$ cat config.mk
export PLATFORM = sky130hd
export DESIGN_NAME = ahb_lite_reg_bridge
export DESIGN_NICKNAME = d
export VERILOG_FILES = /design/src/rtl/ahb_lite_reg_bridge.sv
export SDC_FILE = /design/constraint.sdc
export NUM_CORES = 1
export LEC_CHECK = 0
export ABC_AREA = 1
export ABC_CLOCK_PERIOD_IN_PS = 2800
export CAP_MARGIN = 20
export CELL_PAD_IN_SITES_DETAIL_PLACEMENT = 0
export CELL_PAD_IN_SITES_GLOBAL_PLACEMENT = 2
export CORE_MARGIN = 2
export CORE_UTILIZATION = 20
export DETAILED_ROUTE_END_ITERATION = 8
export GPL_ROUTABILITY_DRIVEN = 0
export PLACE_DENSITY = 0.84
export SLEW_MARGIN = 20
export SYNTH_ARGS = -nofsm -noshare
export SYNTH_HDL_FRONTEND = slang
export SYNTH_SLANG_ARGS = --single-unit
$ cat constraint.sdc
create_clock -name hclk -period 2.8 [get_ports hclk]
set_input_delay 0.56 -clock hclk [delete_from_list [all_inputs] [get_ports hclk]]
set_output_delay 0.56 -clock hclk [all_outputs]
set_load 0.02 [all_outputs]
$ cat src/rtl/ahb_lite_reg_bridge.sv
// AHB5-Lite slave that turns single AHB transfers into req/ack register-bus accesses.
// It inserts wait states until the register side acks, and it has an ack timeout and a two-cycle ERROR response.
module ahb_lite_reg_bridge #(
  parameter int ADDR_W  = 32,
  parameter int TIMEOUT = 16
) (
  input  logic              hclk,
  input  logic              hresetn,
  input  logic              hsel,
  input  logic [31:0]       haddr,
  input  logic [1:0]        htrans,
  input  logic              hwrite,
  input  logic [2:0]        hsize,
  input  logic [2:0]        hburst,
  input  logic [3:0]        hprot,
  input  logic [31:0]       hwdata,
  input  logic              hreadyin,
  output logic              hreadyout,
  output logic              hresp,
  output logic [31:0]       hrdata,
  output logic              reg_req,
  output logic              reg_wr,
  output logic [ADDR_W-1:0] reg_addr,
  output logic [31:0]       reg_wdata,
  output logic [3:0]        reg_wstrb,
  input  logic              reg_ack,
  input  logic [31:0]       reg_rdata,
  input  logic              reg_err
);

  localparam int CNT_W = (TIMEOUT > 2) ? $clog2(TIMEOUT) : 1;
  localparam logic [CNT_W-1:0] CNT_LAST = CNT_W'(TIMEOUT - 1);

  typedef enum logic [2:0] {
    S_IDLE,
    S_ACCESS,
    S_OKAY,
    S_ERR1,
    S_ERR2
  } state_t;

  state_t           state;
  logic [CNT_W-1:0] wait_cnt;
  logic             accept;
  logic             unsupported;
  logic [3:0]       strobe;
  logic             unused_inputs;

  function automatic logic is_unsupported(input logic [2:0] size, input logic [1:0] a);
    case (size)
      3'b000:  return 1'b0;
      3'b001:  return a[0];
      3'b010:  return a != 2'b00;
      default: return 1'b1;
    endcase
  endfunction

  function automatic logic [3:0] byte_strobe(input logic [2:0] size, input logic [1:0] a);
    case (size)
      3'b000:  return 4'b0001 << a;
      3'b001:  return a[1] ? 4'b1100 : 4'b0011;
      default: return 4'b1111;
    endcase
  endfunction

  // hreadyout is low in ACCESS and ERR1, so a new address phase can only land in IDLE/OKAY/ERR2.
  assign accept      = hsel & htrans[1] & hreadyin & hreadyout;
  assign unsupported = is_unsupported(hsize, haddr[1:0]);
  assign strobe      = hwrite ? byte_strobe(hsize, haddr[1:0]) : 4'b0000;
  assign reg_wdata   = reg_req ? hwdata : 32'h0;

  // Burst type, protection, and the BUSY/SEQ distinction do not change how a beat is handled.
  assign unused_inputs = ^{hburst, hprot, htrans[0], haddr};

  always_ff @(posedge hclk or negedge hresetn) begin
    if (!hresetn) begin
      state     <= S_IDLE;
      wait_cnt  <= '0;
      hreadyout <= 1'b1;
      hresp     <= 1'b0;
      hrdata    <= 32'h0;
      reg_req   <= 1'b0;
      reg_wr    <= 1'b0;
      reg_addr  <= '0;
      reg_wstrb <= 4'b0000;
    end else begin
      case (state)
        S_IDLE, S_OKAY, S_ERR2: begin
          if (accept) begin
            reg_addr  <= {haddr[ADDR_W-1:2], 2'b00};
            reg_wr    <= hwrite;
            hreadyout <= 1'b0;
            if (unsupported) begin
              state   <= S_ERR1;
              hresp   <= 1'b1;
              reg_req <= 1'b0;
            end else begin
              state     <= S_ACCESS;
              hresp     <= 1'b0;
              reg_req   <= 1'b1;
              reg_wstrb <= strobe;
              wait_cnt  <= '0;
            end
          end else begin
            state     <= S_IDLE;
            hreadyout <= 1'b1;
            hresp     <= 1'b0;
          end
        end

        // An ack in the expiry cycle is checked first, so it wins over the timeout.
        S_ACCESS: begin
          if (reg_ack) begin
            reg_req <= 1'b0;
            if (reg_err) begin
              state <= S_ERR1;
              hresp <= 1'b1;
            end else begin
              state     <= S_OKAY;
              hreadyout <= 1'b1;
              hresp     <= 1'b0;
              if (!reg_wr) hrdata <= reg_rdata;
            end
          end else if (wait_cnt == CNT_LAST) begin
            state   <= S_ERR1;
            reg_req <= 1'b0;
            hresp   <= 1'b1;
          end else begin
            wait_cnt <= wait_cnt + 1'b1;
          end
        end

        S_ERR1: begin
          state     <= S_ERR2;
          hreadyout <= 1'b1;
          hresp     <= 1'b1;
        end

        default: begin
          state     <= S_IDLE;
          hreadyout <= 1'b1;
          hresp     <= 1'b0;
          reg_req   <= 1'b0;
        end
      endcase
    end
  end

endmodule

==> out/metrics.cfg, run 1 <==
[status]
status = completed

[final_layout]
nets = 782
drive_gt1_share_pct = 4.93
area_growth_pct = 71.2
num_antenna_cells = 0

[drt]
vias = 3489
ant_nets = 0
drc_errors = 0
post_drt_wl_per_cell_um = 12.7
dr.pass1.iters = 5
wl_mm = 11.3
via_per_inst = 3.90
drt_iter0_drc = 134

[synth]
synth_warnings = 0
yosysUniqueCellTypes = 22
synth_top_cell_area_share_pct = 53.0
synth-seq-cells = 77
synth_top_area_cell = dfrtp_1
synth_area_leaders = dfrtp_1 (53%), nand2_1 (24%), nand3_1 (6.6%), inv_1 (5.0%), buf_6 (1.9%)
synth_edf_count = 0
syn_area_mm2 = 0.00359
async_flop_share_pct = 100
ys_seq_area_share_pct = 53.8
synth_ff_type = dfrtp_1
netlist_top_cells_count = nand2_1 (231), dfrtp_1 (76), inv_1 (48)
syn_area_per_cell_um2 = 7.75
synth.most_common_cell = nand2_1
syn_inst = 463

[setup_path]
cp-start-kind = register
slowest_stage = clkdlybuf4s50_1
worstSetupPathType = reg -> out
critPathCaptureType = primary output
cp_max_fo = 33
cpPeakStageDelay_ns = 0.61
cp.arrival_ns = 1.75
required_ns = 2.24
path_cells = buf_4 > nand2_1 > inv_1 > clkdlybuf4s50_1

[sta]
tns_ns = 0
fin_ws_ns = 0.489
skew_ns = 0.00930
hold_violations = 0
fmax_ghz = 0.433
report.final.slew_viol_count = 0
worst_pin_slew_ns = 0.969
rsz0062_at_grt = no
finalCritPeriodShare_pct = 82.5
final-setup-viol-count = 0
layout_min_cycle_time_ns = 2.31
slew_headroom_pct = 35.4

[placement]
preCtsSetupSlack_ns = 0.464
portBuffers = 208
hpwlAfterDp_mm = 8.33

[cts]
clk_pin_slew_ns = 0.06
clkLatencyLatePin_ns = 0.33
numCtsBuffers = 9
htreeDepth = 3
ctsLongestPathBuffers = 2
cts_setup_buffers = 0
cts_tree = done
hold_buffers = 0
cts_resized = 0
clkSinkCount = 77
root_buffer = clkbuf_16

[global_routing]
grt_pass1_vias = 3401
overflow = 0
grtUsageTotal_pct = 11.7
grt_pass1_wl_mm = 17.2
antenna_found_initial = 0
grt_start_max_net_pins = 78

[floorplanning]
core_mm2 = 0.0174
die_h_um = 138
floorplan.rows = 48
die_x_um = 138
initial_core_util_pct = 20.6
die_area_mm2 = 0.0190
io_pins = 219

[pwr]
p_per_area_mw_per_mm2 = 961
ir_drop_uv = 402
p_leak_nw = 3.11

[job]
maxCapViolCount = 0

[worst_hold_path]
hold_path_class = in -> async

## critical path, delay by kind of cell, from the launching register on
family / cells / cell delay (ns)
buffers and inverters: 3 / 0.97
AND/OR/NAND/NOR: 1 / 0.09
flip-flops: 1 / 0.34
## area by class of cell
class	count	area [um^2]
Timing Repair Buffer	212	2110
Tap cell	225	282
Clock inverter	4	72.6
Sequential cell	77	1930
Inverter	53	199
Multi-Input combinational cell	313	1310
Clock buffer	11	243
Fill cell	1785	11300
## stage by stage
step / util (%) / hold WS [ns] / std cells / power [mW] / instance area, um^2
after floorplan: - / 0.264 / 464 / 3.25 / 3590
after global placement: 33.4 / 0.452 / 880 / 4.67 / 5830
after detailed placement: 33.4 / 0.459 / 880 / 4.70 / 5830
after CTS: 35.3 / 0.438 / 895 / 5.99 / 6140
after global routing: 35.3 / 0.470 / 895 / 6.31 / 6140
final: 35.3 / 0.389 / 895 / 5.90 / 6140
## cells by family (layout without fill, tap and decap cells)
group	count (synthesis)	in the layout	share of synthesized area (%)
fa+ha+maj	1	1	0.349
buf+inv	74	280	9.94
compound gates	12	12	1.67
simple gates	298	298	34.2
flops	77	77	53.8
other cells	1	2	0.105
## sequential cells by signal, summed over array words and instances (netlist names)
register / flops
hrdata: 32
reg_addr: 30
reg_wstrb: 4
wait_cnt: 4
state: 3
hreadyout: 1
hresp: 1
reg_req: 1
reg_wr: 1
## where the power goes
group | total (mW) | switching (mW) | leakage (nW) | internal (mW)
clock | 1.25 | 0.448 | 0.152 | 0.799
combinational | 2.75 | 1.48 | 1.99 | 1.27
sequential | 1.91 | 0.289 | 0.976 | 1.62
## worst paths after layout
kind | start | endpoint | slack, ns | cells past startpoint
setup reg to reg | hreadyout | reg_addr[22] | 1.02 | 7
min in group hclk | reg_addr[8] | reg_addr[8] | 0.47 | 2
hold reg to reg | reg_addr[8] | reg_addr[8] | 0.47 | 2
hold / removal | hresetn | hrdata[18] | 0.39 | 1
max in group asynchronous | hresetn | reg_addr[23] | 1.78 | 1
setup / recovery | reg_req | reg_wdata[20] | 0.49 | 4
## cell usage in the layout (no fill, tap or decap)
cell type / n
dfrtp_1: 76
nand3_4: 1
a21oi_1: 5
o21ai_0: 7
nor2_1: 11
clkdlybuf4s50_1: 207
dfstp_2: 1
nand2_4: 1
bufinv_16: 2
buf_4: 5
inv_2: 5
clkbuf_16: 9
conb_1: 2
clkinvlp_4: 1
or2_2: 1
nand3_1: 47
nor2_2: 2
clkbuf_1: 1
nand2_1: 231
ha_1: 1
clkbuf_8: 1
nor2_4: 2
nand2_2: 1
nor3b_1: 1
clkinv_2: 1
inv_1: 48
## metal layers
metal  part of all wire [%]  global-route usage (%)  vias to the layer above
met5                      0                       0                        -
met4                    1.1                    3.06                        0
met3                    8.3                    4.42                       11
met2                     49                    19.7                      113
met1                     42                    13.9                     1572
li1                       -                       -                     1793
No activity file was read; power rests on OpenSTA's default activity.
==> run 2, diff against run 1 <==
--- a/config.mk
+++ b/config.mk
@@ -6,15 +6,15 @@
 export NUM_CORES = 1
 export LEC_CHECK = 0
 export ABC_AREA = 1
-export ABC_CLOCK_PERIOD_IN_PS = 2800
+export ABC_CLOCK_PERIOD_IN_PS = 2200
 export CAP_MARGIN = 20
 export CELL_PAD_IN_SITES_DETAIL_PLACEMENT = 0
 export CELL_PAD_IN_SITES_GLOBAL_PLACEMENT = 2
 export CORE_MARGIN = 2
-export CORE_UTILIZATION = 20
+export CORE_UTILIZATION = 19
 export DETAILED_ROUTE_END_ITERATION = 8
 export GPL_ROUTABILITY_DRIVEN = 0
-export PLACE_DENSITY = 0.84
+export PLACE_DENSITY = 0.8
 export SLEW_MARGIN = 20
 export SYNTH_ARGS = -nofsm -noshare
 export SYNTH_HDL_FRONTEND = slang
==> constraint.sdc (replaced) <==
create_clock -name hclk -period 2.2 [get_ports hclk]
set_input_delay 0.44 -clock hclk [delete_from_list [all_inputs] [get_ports hclk]]
set_output_delay 0.44 -clock hclk [all_outputs]
set_load 0.02 [all_outputs]
==> out/metrics.cfg, run 2 (synthesis results as in run 1) <==
[status]
status = completed  ; unchanged

[drt]
drt_iter0_drc = 142  ; was 134
ant_nets = 0  ; unchanged
met1_length_mm = 5.20  ; was 4.70 mm
post_drt_wl_per_cell_um = 12.7  ; about the same
dr.pass1.iters = 4  ; was 5
vias = 3527  ; was 3489
wl_met3_um = 730  ; was 938 um
wl_mm = 11.5  ; was 11.3 mm
via_per_inst = 3.88  ; was 3.90
met2WireLength_mm = 5.48  ; was 5.56 mm
drc_errors = 0  ; unchanged
top_layer_used = met4  ; unchanged

[job]
maxCapViolCount = 0  ; unchanged

[global_routing]
antenna_found_initial = 0  ; unchanged
grt_start_max_net_pins = 41  ; was 78
overflow = 0  ; unchanged
grt_pass1_vias = 3535  ; was 3401
grt_pass1_wl_mm = 18.3  ; was 17.2 mm
grtUsageTotal_pct = 11.6  ; was 11.7%

[pwr]
p_leak_nw = 3.14  ; was 3.11 nW
p_sw_mw = 2.87  ; was 2.22 mW
clockPowerShare_pct = 20.2  ; was 21.1%
seqPwrFrac_pct = 32.5  ; was 32.3%
finalPower_mw = 7.48  ; was 5.90 mW
cell_internal_pwr_mw = 4.61  ; was 3.69 mW
swShare_pct = 38.4  ; was 37.5%
p_per_area_mw_per_mm2 = 1210  ; was 961 mW/mm^2
ir_drop_uv = 535  ; was 402 uV
power_frac_comb_pct = 47.3  ; was 46.6%

[cts]
clk_pin_slew_ns = 0.06  ; about the same
clkSinkCount = 77  ; unchanged
hold_buffers = 0  ; unchanged
ctsLongestPathBuffers = 2  ; unchanged
root_buffer = clkbuf_16  ; unchanged
htreeDepth = 3  ; unchanged
numCtsBuffers = 9  ; unchanged
clkLatencyLatePin_ns = 0.34  ; was 0.33 ns
cts_tree = done  ; unchanged

[final_layout]
num_antenna_cells = 0  ; unchanged
biggestRegsByFlops = hrdata x32, reg_addr x30  ; unchanged
drive_gt1_share_pct = 5.77  ; was 4.93%
final_cell_mix = nand2_1 (231), clkdlybuf4s50_1 (206), dfrtp_1 (76)  ; was nand2_1 (231), clkdlybuf4s50_1 (207), dfrtp_1 (76)
layout_commonest_cell = nand2_1  ; unchanged
instances_no_fill = 910  ; was 895
nets = 787  ; was 782
stdcell_area_mm2 = 0.00619  ; was 0.00614 mm^2
fillers = 1941  ; was 1785
top_register = hrdata  ; unchanged
multiInputGateArea_mm2 = 0.00131  ; unchanged
area_growth_pct = 72.7  ; was 71.2%
seqCellArea_mm2 = 0.00193  ; unchanged
largest_register_ffs = 32  ; unchanged

[floorplanning]
initial_core_util_pct = 19.2  ; was 20.6%
die_x_um = 141  ; was 138 um
die_area_mm2 = 0.0200  ; was 0.0190 mm^2
io_pins = 219  ; unchanged
floorplan.rows = 50  ; was 48
die_h_um = 141  ; was 138 um
core_mm2 = 0.0186  ; was 0.0174 mm^2

[sta]
layout_min_cycle_time_ns = 2.09
slew_headroom_pct = 62.4  ; was 35.4%
tns_ns = 0  ; unchanged
fin_ws_ns = 0.110  ; was 0.489 ns
skew_ns = 0.00719  ; was 0.00930 ns
hold_violations = 0  ; unchanged
final-setup-viol-count = 0  ; unchanged
finalCritPeriodShare_pct = 95.0
fmax_ghz = 0.478
report.final.slew_viol_count = 0  ; unchanged
rsz0062_at_grt = no  ; unchanged
worst_pin_slew_ns = 0.564  ; was 0.969 ns

[setup_path]
critPathCaptureType = primary output  ; unchanged
slowest_stage = clkdlybuf4s50_1  ; unchanged
cp-start-kind = register  ; unchanged
cp_max_fo = 33  ; unchanged
critPathTopFamily = buffers and inverters  ; unchanged
worstSetupPathType = reg -> out  ; unchanged
worst-path-buf-inv = 3  ; unchanged
cp.arrival_ns = 1.65  ; was 1.75 ns
cpPeakStageDelay_ns = 0.60  ; was 0.61 ns
path_cells = buf_12 > nand2_1 > inv_1 > clkdlybuf4s50_1  ; was buf_4 > nand2_1 > inv_1 > clkdlybuf4s50_1
required_ns = 1.76  ; was 2.24 ns

[placement]
dp.cells = 894  ; was 880
portBuffers = 208  ; unchanged
hpwlAfterDp_mm = 8.61  ; was 8.33 mm
placed_area_mm2 = 0.00589  ; was 0.00583 mm^2
preCtsSetupSlack_ns = 0.127  ; was 0.464 ns

[worst_hold_path]
hold_path_class = in -> async  ; unchanged

[run 2: changes by cell type in the layout (fill, tap and decap cells not counted), sizes merged]
cell / before / now
buf: 5 / 10
bufinv: 2 / 1
clkdlybuf4s50: 207 / 206
clkinv: 1 / 0
clkinvlp: 1 / 4
dlymetal6s2s: 0 / 1
[run 2: path summary, 6_finish.rpt]
kind	start	end	slack (ns)	cells after the start
worst min-delay path	hresetn	hrdata[21]	0.08	1
worst max register to register	state[1]	hrdata[7]	0.58	6
worst max-delay path	reg_req	reg_wdata[20]	0.11	4
min in group hclk	hrdata[11]	hrdata[11]	0.47	2
max in group asynchronous	hresetn	hrdata[20]	1.39	2
worst min register to register	hrdata[11]	hrdata[11]	0.47	2
[run 2: cell type report]
cell class,instances,share of cell area [%]
inverters,53,3.21
well taps,234,4.73
clock buffers,11,3.92
flip-flops and latches,77,31.1
clock inverters,5,0.970
multi-input cells,313,21.1
repair buffers,217,34.9
[run 2: stage by stage]
stage | hold slack [ns] | utilization (%)
final | 0.0814 | 33.2
after global routing | 0.125 | 33.2
after CTS | 0.103 | 33.2
after detailed placement | 0.459 | 31.6
after global placement | 0.452 | 31.6
after floorplan | 0.144 | -
[run 2: power groups by stage]
stage / Sequential (mW) / Combinational [mW] / Clock (mW)
floorplan: 3.18 / 0.964 / 0
global placement: 2.43 / 3.56 / 0
detailed placement: 2.44 / 3.59 / 0
CTS: 2.44 / 3.60 / 1.57
global route: 2.52 / 3.82 / 1.64
finish: 2.43 / 3.54 / 1.51
[run 2: routing by layer]
metal	vias up	GRT usage [%]
met5	-	0
met4	0	3.58
met3	11	3.58
met2	121	19.4
met1	1591	14.3
li1	1804	-
[run 2: repair_timing]
item,in CTS,in global routing
gates resized for setup,0,1
endpoints found under the setup margin,0,1
buffers inserted,0,0
endpoints found under the hold margin,0,0
==> run 3, diff against run 2 <==
--- a/config.mk
+++ b/config.mk
@@ -15,6 +15,7 @@
 export DETAILED_ROUTE_END_ITERATION = 8
 export GPL_ROUTABILITY_DRIVEN = 0
 export PLACE_DENSITY = 0.8
+export SETUP_SLACK_MARGIN = 0.02
 export SLEW_MARGIN = 20
 export SYNTH_ARGS = -nofsm -noshare
 export SYNTH_HDL_FRONTEND = slang
==> out/metrics.cfg, run 3 (synthesis results as in run 1) <==
[cts]
clkSinkCount = 77  ; unchanged
htreeDepth = 3  ; unchanged
cts_setup_buffers = 0  ; unchanged
cts_tree = done  ; unchanged
clk_pin_slew_ns = 0.06  ; about the same
ctsLongestPathBuffers = 2  ; unchanged
clkLatencyLatePin_ns = 0.34  ; about the same
hold_buffers = 0  ; unchanged
root_buffer = clkbuf_16  ; unchanged
cts_resized = 0  ; unchanged
numCtsBuffers = 9  ; unchanged

[placement]
portBuffers = 208  ; unchanged
hpwlAfterDp_mm = 8.61  ; unchanged
preCtsSetupSlack_ns = 0.127  ; unchanged

[global_routing]
antenna_found_initial = 0  ; unchanged
grt_start_max_net_pins = 41  ; unchanged
grtUsageTotal_pct = 11.6  ; unchanged
grt_pass1_wl_mm = 18.3  ; unchanged
overflow = 0  ; unchanged
grt_pass1_vias = 3535  ; unchanged

[pwr]
p_leak_nw = 3.23  ; was 3.14 nW
power_frac_comb_pct = 47.3  ; about the same
finalPower_mw = 7.48  ; about the same
clockPowerShare_pct = 20.2  ; about the same
cell_internal_pwr_mw = 4.61  ; about the same
p_sw_mw = 2.87  ; about the same
ir_drop_uv = 535  ; unchanged
p_per_area_mw_per_mm2 = 1210  ; about the same
seqPwrFrac_pct = 32.5  ; about the same
swShare_pct = 38.4  ; about the same

[drt]
ant_nets = 0  ; unchanged
drc_errors = 0  ; unchanged
vias = 3534  ; was 3527
drt_iter0_drc = 141  ; was 142
wl_mm = 11.6  ; was 11.5 mm
via_per_inst = 3.88  ; about the same
post_drt_wl_per_cell_um = 12.7  ; about the same
dr.pass1.iters = 4  ; unchanged

[status]
status = completed  ; unchanged

[setup_path]
worstSetupPathType = reg -> out  ; unchanged
cp_max_fo = 33  ; unchanged
slowest_stage = clkdlybuf4s50_1  ; unchanged
rrSetupSlack_ns = 0.58  ; about the same
r2r_cells = 6  ; unchanged
cp-start-kind = register  ; unchanged
worst-path-buf-inv = 3  ; unchanged
critPathTopFamily = buffers and inverters  ; unchanged
path_cells = buf_12 > nand2_1 > inv_1 > clkdlybuf4s50_1  ; unchanged
rr_startpoint = state[1]  ; unchanged
cp.arrival_ns = 1.65  ; about the same
critPathCaptureType = primary output  ; unchanged
rr_endpoint = hrdata[7]  ; unchanged
required_ns = 1.76  ; about the same
cpPeakStageDelay_ns = 0.60  ; about the same

[floorplanning]
core_mm2 = 0.0186  ; unchanged
die_x_um = 141  ; unchanged
die_area_mm2 = 0.0200  ; unchanged
floorplan.rows = 50  ; unchanged
initial_core_util_pct = 19.2  ; unchanged
io_pins = 219  ; unchanged
die_h_um = 141  ; unchanged

[sta]
finalCritPeriodShare_pct = 95.2  ; was 95.0%
layout_min_cycle_time_ns = 2.09  ; about the same
slew_headroom_pct = 62.4  ; about the same
worst_pin_slew_ns = 0.564  ; about the same
rsz0062_at_grt = no  ; unchanged
tns_ns = 0  ; unchanged
final-setup-viol-count = 0  ; unchanged
fin_ws_ns = 0.107  ; was 0.110 ns
hold_violations = 0  ; unchanged
skew_ns = 0.00719  ; unchanged
holdWs_ns = 0.0814  ; about the same
report.final.slew_viol_count = 0  ; unchanged
fmax_ghz = 0.478  ; about the same

[final_layout]
area_growth_pct = 73.0  ; was 72.7%
drive_gt1_share_pct = 5.77  ; unchanged
layout_commonest_cell = nand2_1  ; unchanged
multiInputGateArea_mm2 = 0.00131  ; unchanged
fillers = 1940  ; was 1941
top_register = hrdata  ; unchanged
largest_register_ffs = 32  ; unchanged
num_antenna_cells = 0  ; unchanged
nets = 787  ; unchanged
biggestRegsByFlops = hrdata x32, reg_addr x30  ; unchanged
seqCellArea_mm2 = 0.00193  ; unchanged
final_cell_mix = nand2_1 (231), clkdlybuf4s50_1 (201), dfrtp_1 (76)  ; was nand2_1 (231), clkdlybuf4s50_1 (206), dfrtp_1 (76)
final_util_pct = 33.3  ; was 33.2%

[job]
maxCapViolCount = 0  ; unchanged

[worst_hold_path]
hold_path_class = in -> async  ; unchanged

==> run 3: worst max path at each step <==
| stage | startpoint | to | cells after the start |
|---|---|---|---|
| after CTS | reg_req | reg_wdata[0] | 4 |
| after global routing | reg_req | reg_wdata[23] | 4 |
| after floorplan | reg_req | reg_wdata[10] | 4 |
| final | reg_req | reg_wdata[20] | 4 |
| after detailed placement | hwdata[0] | reg_wdata[0] | 4 |
| after global placement | hwdata[0] | reg_wdata[0] | 4 |
==> run 3: cell type report <==
class | instances | share of cell area (%)
timing repair buffer | 217 | 35.0
sequential | 77 | 31.1
multi-input combinational | 313 | 21.1
tap | 234 | 4.72
clock buffer | 11 | 3.91
inverter | 53 | 3.21
clock inverter | 5 | 0.968
==> run 3: through the flow <==
| stage | cells | instance area (um^2) |
|---|---|---|
| CTS | 910 | 6190 |
| detailed placement | 894 | 5890 |
| floorplan | 464 | 3590 |
| global route | 910 | 6200 |
| global placement | 894 | 5890 |
| finish | 910 | 6200 |
==> run 3: routing by layer <==
layer	vias to the layer above	GRT usage [%]	wire length (um)
li1	1804	-	-
met1	1602	14.3	5220
met2	117	19.4	5490
met3	11	3.58	725
met4	0	3.58	138
met5	-	0	0
==> run 3: power by group through the flow <==
stage               Combinational [mW]  Sequential (mW)  Clock [mW]
floorplan                        0.964             3.18           0
global placement                  3.56             2.43           0
detailed placement                3.59             2.44           0
CTS                               3.60             2.44        1.57
global route                      3.82             2.52        1.64
finish                            3.54             2.43        1.51
